===== config.mk =====
export PLATFORM = sky130hd
export DESIGN_NAME = sh4a_mac_ctrl
export DESIGN_NICKNAME = d
export VERILOG_FILES = /design/src/rtl/sh4a_mac_ctrl.sv
export SDC_FILE = /design/constraint.sdc
export NUM_CORES = 1
export LEC_CHECK = 0
export CORE_MARGIN = 5
export CORE_UTILIZATION = 52
export CTS_BUF_LIST = sky130_fd_sc_hd__clkbuf_8
export DETAILED_ROUTE_END_ITERATION = 10
export PLACE_DENSITY = 0.88
export SETUP_SLACK_MARGIN = 0.4
export SLEW_MARGIN = 20
export SYNTH_ARGS = -nofsm -noshare
export SYNTH_HDL_FRONTEND = slang
export SYNTH_SLANG_ARGS = --single-unit

===== constraint.sdc =====
create_clock -name clk -period 12.51 [get_ports clk]
set_input_delay 3.753 -clock clk [delete_from_list [all_inputs] [get_ports clk]]
set_output_delay 3.753 -clock clk [all_outputs]
set_load 0.01 [all_outputs]

===== src/rtl/sh4a_mac_ctrl.sv =====
// SH-4A multiply/MAC sequencer: accepts execute-stage requests, forms operands for the
// two-stage multiply-add datapath, saturates its result and owns MACH/MACL.
module sh4a_mac_ctrl #(
    parameter int unsigned LATENCY = 2
) (
    input  logic        clk,
    input  logic        reset,
    input  logic        req_valid,
    output logic        req_ready,
    input  logic [3:0]  req_op,
    input  logic [31:0] req_rs1,
    input  logic [31:0] req_rs2,
    input  logic        req_sat,
    output logic [31:0] mac_mul_src1,
    output logic [31:0] mac_mul_src2,
    output logic [63:0] mac_add_src1,
    output logic [63:0] mac_add_src2,
    input  logic [63:0] mac_result,
    output logic [31:0] mach,
    output logic [31:0] macl,
    output logic        busy,
    output logic        done
);

    // The ISSUE/WAIT sequence is built around a two-cycle datapath.
    if (LATENCY != 2) begin : g_latency_check
        $error("sh4a_mac_ctrl supports LATENCY == 2 only");
    end

    typedef enum logic [1:0] {
        ST_IDLE,
        ST_ISSUE,
        ST_WAIT
    } state_t;

    typedef enum logic [3:0] {
        OP_NOP      = 4'd0,
        OP_MUL_L    = 4'd1,
        OP_MULS_W   = 4'd2,
        OP_MULU_W   = 4'd3,
        OP_DMULS_L  = 4'd4,
        OP_DMULU_L  = 4'd5,
        OP_MAC_L    = 4'd6,
        OP_MAC_W    = 4'd7,
        OP_CLRMAC   = 4'd8,
        OP_LDS_MACH = 4'd9,
        OP_LDS_MACL = 4'd10
    } op_t;

    state_t      state_q, state_d;
    op_t         op_q, op_d;
    logic        sat_q, sat_d;
    logic [31:0] mach_q, mach_d;
    logic [31:0] macl_q, macl_d;
    logic [31:0] mul_src1_q, mul_src1_d;
    logic [31:0] mul_src2_q, mul_src2_d;
    logic [63:0] add_src1_q, add_src1_d;
    logic [63:0] add_src2_q, add_src2_d;
    logic        done_q, done_d;

    op_t         op_in;
    logic        is_word_op;
    logic        is_signed_op;
    logic        word_sext;
    logic [31:0] opa;
    logic [31:0] opb;
    logic [31:0] cross_sum;
    logic [63:0] corr_term;
    logic [63:0] acc_term;
    logic [63:0] mac_acc;

    // Operand formation from the request and the current accumulator.
    always_comb begin
        op_in        = op_t'(req_op);
        is_word_op   = (op_in == OP_MULS_W) || (op_in == OP_MULU_W) || (op_in == OP_MAC_W);
        word_sext    = (op_in != OP_MULU_W);
        is_signed_op = (op_in == OP_MUL_L) || (op_in == OP_MULS_W) || (op_in == OP_DMULS_L) ||
                       (op_in == OP_MAC_L) || (op_in == OP_MAC_W);
        opa = is_word_op ? {{16{word_sext & req_rs1[15]}}, req_rs1[15:0]} : req_rs1;
        opb = is_word_op ? {{16{word_sext & req_rs2[15]}}, req_rs2[15:0]} : req_rs2;

        // Turns the unsigned 32x32 product into the two's-complement product mod 2^64.
        cross_sum = (opa[31] ? opb : '0) + (opb[31] ? opa : '0);
        corr_term = is_signed_op ? (64'd0 - {cross_sum, 32'd0}) : '0;

        mac_acc = {mach_q, macl_q};
        case (op_in)
            OP_MAC_L: acc_term = req_sat ? {{16{mach_q[15]}}, mach_q[15:0], macl_q} : mac_acc;
            OP_MAC_W: acc_term = req_sat ? {{32{macl_q[31]}}, macl_q} : mac_acc;
            default:  acc_term = '0;
        endcase
    end

    logic [63:0] res;
    logic        macl_pos_ovf;
    logic        macl_neg_ovf;
    logic        macw_pos_ovf;
    logic        macw_neg_ovf;

    always_comb begin
        res          = mac_result;
        macl_pos_ovf = $signed(res) > $signed(64'h0000_7FFF_FFFF_FFFF);
        macl_neg_ovf = $signed(res) < $signed(64'hFFFF_8000_0000_0000);
        macw_pos_ovf = $signed(res) > $signed(64'h0000_0000_7FFF_FFFF);
        macw_neg_ovf = $signed(res) < $signed(64'hFFFF_FFFF_8000_0000);
    end

    always_comb begin
        state_d    = state_q;
        op_d       = op_q;
        sat_d      = sat_q;
        mach_d     = mach_q;
        macl_d     = macl_q;
        mul_src1_d = mul_src1_q;
        mul_src2_d = mul_src2_q;
        add_src1_d = add_src1_q;
        add_src2_d = add_src2_q;
        done_d     = 1'b0;

        case (state_q)
            ST_IDLE: begin
                if (req_valid) begin
                    case (op_in)
                        OP_MUL_L, OP_MULS_W, OP_MULU_W, OP_DMULS_L,
                        OP_DMULU_L, OP_MAC_L, OP_MAC_W: begin
                            state_d    = ST_ISSUE;
                            op_d       = op_in;
                            sat_d      = req_sat;
                            mul_src1_d = opa;
                            mul_src2_d = opb;
                            add_src1_d = acc_term;
                            add_src2_d = corr_term;
                        end
                        OP_CLRMAC: begin
                            mach_d = '0;
                            macl_d = '0;
                            done_d = 1'b1;
                        end
                        OP_LDS_MACH: begin
                            mach_d = req_rs1;
                            done_d = 1'b1;
                        end
                        OP_LDS_MACL: begin
                            macl_d = req_rs1;
                            done_d = 1'b1;
                        end
                        default: ;
                    endcase
                end
            end

            ST_ISSUE: state_d = ST_WAIT;

            ST_WAIT: begin
                state_d = ST_IDLE;
                done_d  = 1'b1;
                case (op_q)
                    OP_MUL_L, OP_MULS_W, OP_MULU_W: macl_d = res[31:0];
                    OP_MAC_L: begin
                        if (sat_q && macl_pos_ovf) begin
                            {mach_d, macl_d} = 64'h0000_7FFF_FFFF_FFFF;
                        end else if (sat_q && macl_neg_ovf) begin
                            {mach_d, macl_d} = 64'hFFFF_8000_0000_0000;
                        end else begin
                            {mach_d, macl_d} = res;
                        end
                    end
                    OP_MAC_W: begin
                        // Saturating MAC.W flags overflow in MACH[0] and leaves the rest of MACH alone.
                        if (!sat_q) begin
                            {mach_d, macl_d} = res;
                        end else if (macw_pos_ovf) begin
                            macl_d    = 32'h7FFF_FFFF;
                            mach_d[0] = 1'b1;
                        end else if (macw_neg_ovf) begin
                            macl_d    = 32'h8000_0000;
                            mach_d[0] = 1'b1;
                        end else begin
                            macl_d = res[31:0];
                        end
                    end
                    default: {mach_d, macl_d} = res;
                endcase
            end

            default: state_d = ST_IDLE;
        endcase
    end

    always_ff @(posedge clk) begin
        if (reset) begin
            state_q    <= ST_IDLE;
            op_q       <= OP_NOP;
            sat_q      <= 1'b0;
            mach_q     <= '0;
            macl_q     <= '0;
            mul_src1_q <= '0;
            mul_src2_q <= '0;
            add_src1_q <= '0;
            add_src2_q <= '0;
            done_q     <= 1'b0;
        end else begin
            state_q    <= state_d;
            op_q       <= op_d;
            sat_q      <= sat_d;
            mach_q     <= mach_d;
            macl_q     <= macl_d;
            mul_src1_q <= mul_src1_d;
            mul_src2_q <= mul_src2_d;
            add_src1_q <= add_src1_d;
            add_src2_q <= add_src2_d;
            done_q     <= done_d;
        end
    end

    always_comb begin
        req_ready    = (state_q == ST_IDLE);
        busy         = (state_q != ST_IDLE);
        done         = done_q;
        mach         = mach_q;
        macl         = macl_q;
        mac_mul_src1 = mul_src1_q;
        mac_mul_src2 = mul_src2_q;
        mac_add_src1 = add_src1_q;
        mac_add_src2 = add_src2_q;
    end

endmodule


==> impl_metrics.tcl <==
set metrics [dict create \
    power_density_nw_per_um2 115 \
    cp_data_arrival_time_ps 9900 \
    setup_tns_ps 0 \
    setup_violations 0 \
    hp-class "register to register" \
    mostFrequentLayoutCells "361 x clkdlybuf4s50_1, 235 x nand2_1, 232 x dfxtp_1, 214 x nor2_1, 211 x a21oi_1" \
    routed_via_density 6.01 \
    grtUsageMet3 0.0826 \
    clkSinkCount 232 \
    regArea_um2 4640 \
    nets 2121 \
    ys_ff_latch 232 \
    vdd_drop_max_uv 76.5 \
    p_int_mw 1.35 \
    wl_per_cell_um 20.8 \
    clk_latency_ps 570 \
    swShare 0.318 \
    syn_area_um2 12700 \
    fin_util 0.707 \
    holdPathEnd "mac_mul_src2[31]$_SDFFE_PP0P_" \
    period_share 0.757 \
    crit_path_frequent_cell "nor2b_1" \
    reg2reg_depth 7 \
    cts_made_buffers 40 \
    grt_max_degree 128 \
    dp_slack_ps 2620 \
    seqPwrFrac 0.402 \
    multi_input_area_um2 7430 \
    clock.fmax_mhz 106 \
    overflow 0 \
    die_x_um 166 \
    clock_path_buffers 3 \
    core_um2 24200 \
    setup_ws_ps 3040 \
    mostFrequentLayoutCell "clkdlybuf4s50_1" \
    root_buffer "clkbuf_8" \
    clk_pin_slew_ps 60 \
    drv_slew 0 \
    worstSetupEndpointType "register" \
    vias 13854 \
    dpl.hpwl_mm 35.4 \
    synth.distinct_cells 83 \
    hold_violations 0 \
    netlist_instances 1657 \
    synth_edf_count 0 \
    required_ps 12950 \
    cp_cell_sequence "clkdlybuf4s50_1, nor2b_1, nor2b_2, o21a_1, and2_1, ha_1, inv_1, fa_1, nor2b_1, o2111ai_2, a211oi_1, o21ai_0, a222oi_1, and4_4, nand4_1, or4_1, a32o_1" \
    dp_cells 2234 \
    async_reset_ff_frac 0 \
    area_delta_synth_final_pct 34.9 \
    worstHoldPathCells 2 \
    synth_ff_type "dfxtp_1" \
    r2r_setup_slack_ps 9460 \
    min_from "mac_mul_src2[31]$_SDFFE_PP0P_" \
    top_usage_layer "met2" \
    fin_worst_skew_ps 28.7 \
    ant_nets 0 \
    p_sw_uw 627 \
    worst_pin_slew_ps 1130 \
    crit_path_top_delay_cell "nor2b_2" \
    pwr-share-comb 0.240 \
    core.rowCount 57 \
    numPortBuffers 362 \
    ys_warn_count 0 \
    nFillCells 1938 \
    initial_core_util 0.524 \
    drv_cap 0 \
    firstDrtPassIters 6 \
    path_max_fanout 34 \
    stdcell_count 2305 \
    cts_setup_buffers 0 \
    fin_crit_ps 9470 \
    max-slew-margin-rel 0.243 \
    first_iter_violations 1582 \
    htreeDepth 2 \
    worst_setup_path_start_kind "input port" \
    antenna_found_initial 4 \
    track_usage 0.325 \
    r2r-end "mac_add_src1[25]$_SDFFE_PP0P_" \
    postRouteWirelength_mm 48.0 \
    grt.met1_usage 0.419 \
    tritoncts "yes" \
    synth.yosys.seq_area_share 0.367 \
    dieArea_um2 27600 \
    ctsResizeCount 0 \
    run_status "finished, final reports clean" \
    worstSetupPathType "input port to register" \
    rsz0062_at_grt "no" \
    cpPeakStageDelay_ps 890 \
    use_met2 0.526 \
    cts_hold_buf 0 \
    reg2reg_from "state_q[0]$_SDFFE_PP0P_" \
    place.gp.congestion 0.944 \
    grt_first_pass_wirelength_mm 73.5 \
    power_leakage_nw 6.23 \
    pin_count 395 \
    grt_pass1_vias 13023 \
    drive_above_1_share 0.0576 \
    clkPwrFrac 0.357 \
    drc 0 \
    avgSynthCellArea_um2 7.64 \
    die_h_um 166 \
]
-- sequential cells by signal (all words and copies together) (netlist names), 2 cells and up --
signal,flops
mac_add_src1,64
macl,32
mac_add_src2,32
op_q,4
mac_mul_src2,32
mac_mul_src1,32
mach,32
state_q,2
-- power groups by stage --
stage	combinational (mW)	clock (mW)	sequential [mW]
finish	0.474	0.705	0.794
global placement	0.457	0	0.808
floorplan	0.271	0	0.817
global route	0.511	0.748	0.796
detailed placement	0.465	0	0.809
CTS	0.469	0.710	0.793
-- routing by layer --
metal	routed length, µm	share of wire
met1	19200	0.40
met4	2030	0.042
met2	21800	0.45
met3	4890	0.10
met5	7	0.00015
-- stage by stage --
stage          power [mW]  hold slack [ps]  instance area (µm²)
2_1_floorplan        1.09              450                12800
3_3_place_gp         1.26              438                16200
3_5_place_dp         1.27              445                16300
4_1_cts              1.97              454                17100
5_1_grt              2.06              471                17100
6_report             1.97              453                17100
-- logic make-up after synthesis --
| logic type | Yosys count | synth area share |
|---|---|---|
| AOI/OAI and AO/OA | 556 | 0.288 |
| xor gates and xnor gates | 35 | 0.0242 |
| buffers and inverters | 171 | 0.0616 |
| muxes | 4 | 0.00326 |
| DFF | 232 | 0.367 |
| adders and majority gates | 33 | 0.0332 |
| and+or+nand+nor | 625 | 0.223 |
| other | 1 | 0.000296 |
-- how the worst max path moves through the flow --
stage / start / end / slack [ps] / depth (start not counted)
floorplan: req_op[1] / mac_add_src2[56]$_SDFFE_PP0P_ / 4170 / 18
global placement: req_op[1] / mac_add_src2[63]$_SDFFE_PP0P_ / 2790 / 17
detailed placement: req_op[1] / mac_add_src2[56]$_SDFFE_PP0P_ / 2620 / 17
CTS: req_op[1] / mac_add_src2[56]$_SDFFE_PP0P_ / 3170 / 17
global route: req_op[1] / mac_add_src2[63]$_SDFFE_PP0P_ / 2630 / 17
finish: req_op[1] / mac_add_src2[61]$_SDFFE_PP0P_ / 3040 / 17
-- cell usage after synthesis (5+ instances only) --
master | number | area [µm²]
a211oi_1 | 42 | 315
a311oi_1 | 18 | 158
nor2_1 | 218 | 818
xnor2_1 | 24 | 210
nor2b_1 | 9 | 56.3
nand2b_1 | 5 | 31.3
nor4_1 | 15 | 93.8
nand4_1 | 22 | 138
or3_1 | 11 | 68.8
a32oi_1 | 5 | 43.8
a22o_1 | 33 | 289
buf_4 | 32 | 240
buf_1 | 8 | 30.0
nand2_1 | 235 | 882
inv_1 | 19 | 71.3
a21oi_1 | 213 | 1070
nor3b_1 | 8 | 60.1
xor2_1 | 11 | 96.3
ha_1 | 32 | 400
nor3_1 | 14 | 70.1
o31a_1 | 5 | 43.8
a21o_1 | 8 | 60.1
a22oi_1 | 18 | 135
nand3_1 | 15 | 75.1
and2_1 | 42 | 263
o211ai_1 | 53 | 398
dfxtp_1 | 232 | 4640
o21a_1 | 5 | 37.5
o21ai_0 | 95 | 475
clkbuf_1 | 107 | 402
o31ai_1 | 5 | 37.5
-- critical path, delay by kind of cell --
| family | cells | cell delay, ps |
|---|---|---|
| AO/OA/AOI/OAI | 6 | 2250 |
| adder cells (fa/ha/maj) | 2 | 590 |
| buffers and inverters | 2 | 690 |
| AND/OR/NAND/NOR | 7 | 2570 |
-- final cells by class --
class	instances	share of cell area
flip-flops and latches	232	0.272
well taps	324	0.0237
repair buffers	374	0.218
diodes	2	0.000293
inverters	19	0.00417
clock buffers	49	0.0395
multi-input cells	1285	0.435
clock inverters	20	0.00754
Power figures use the tool's default switching activity.
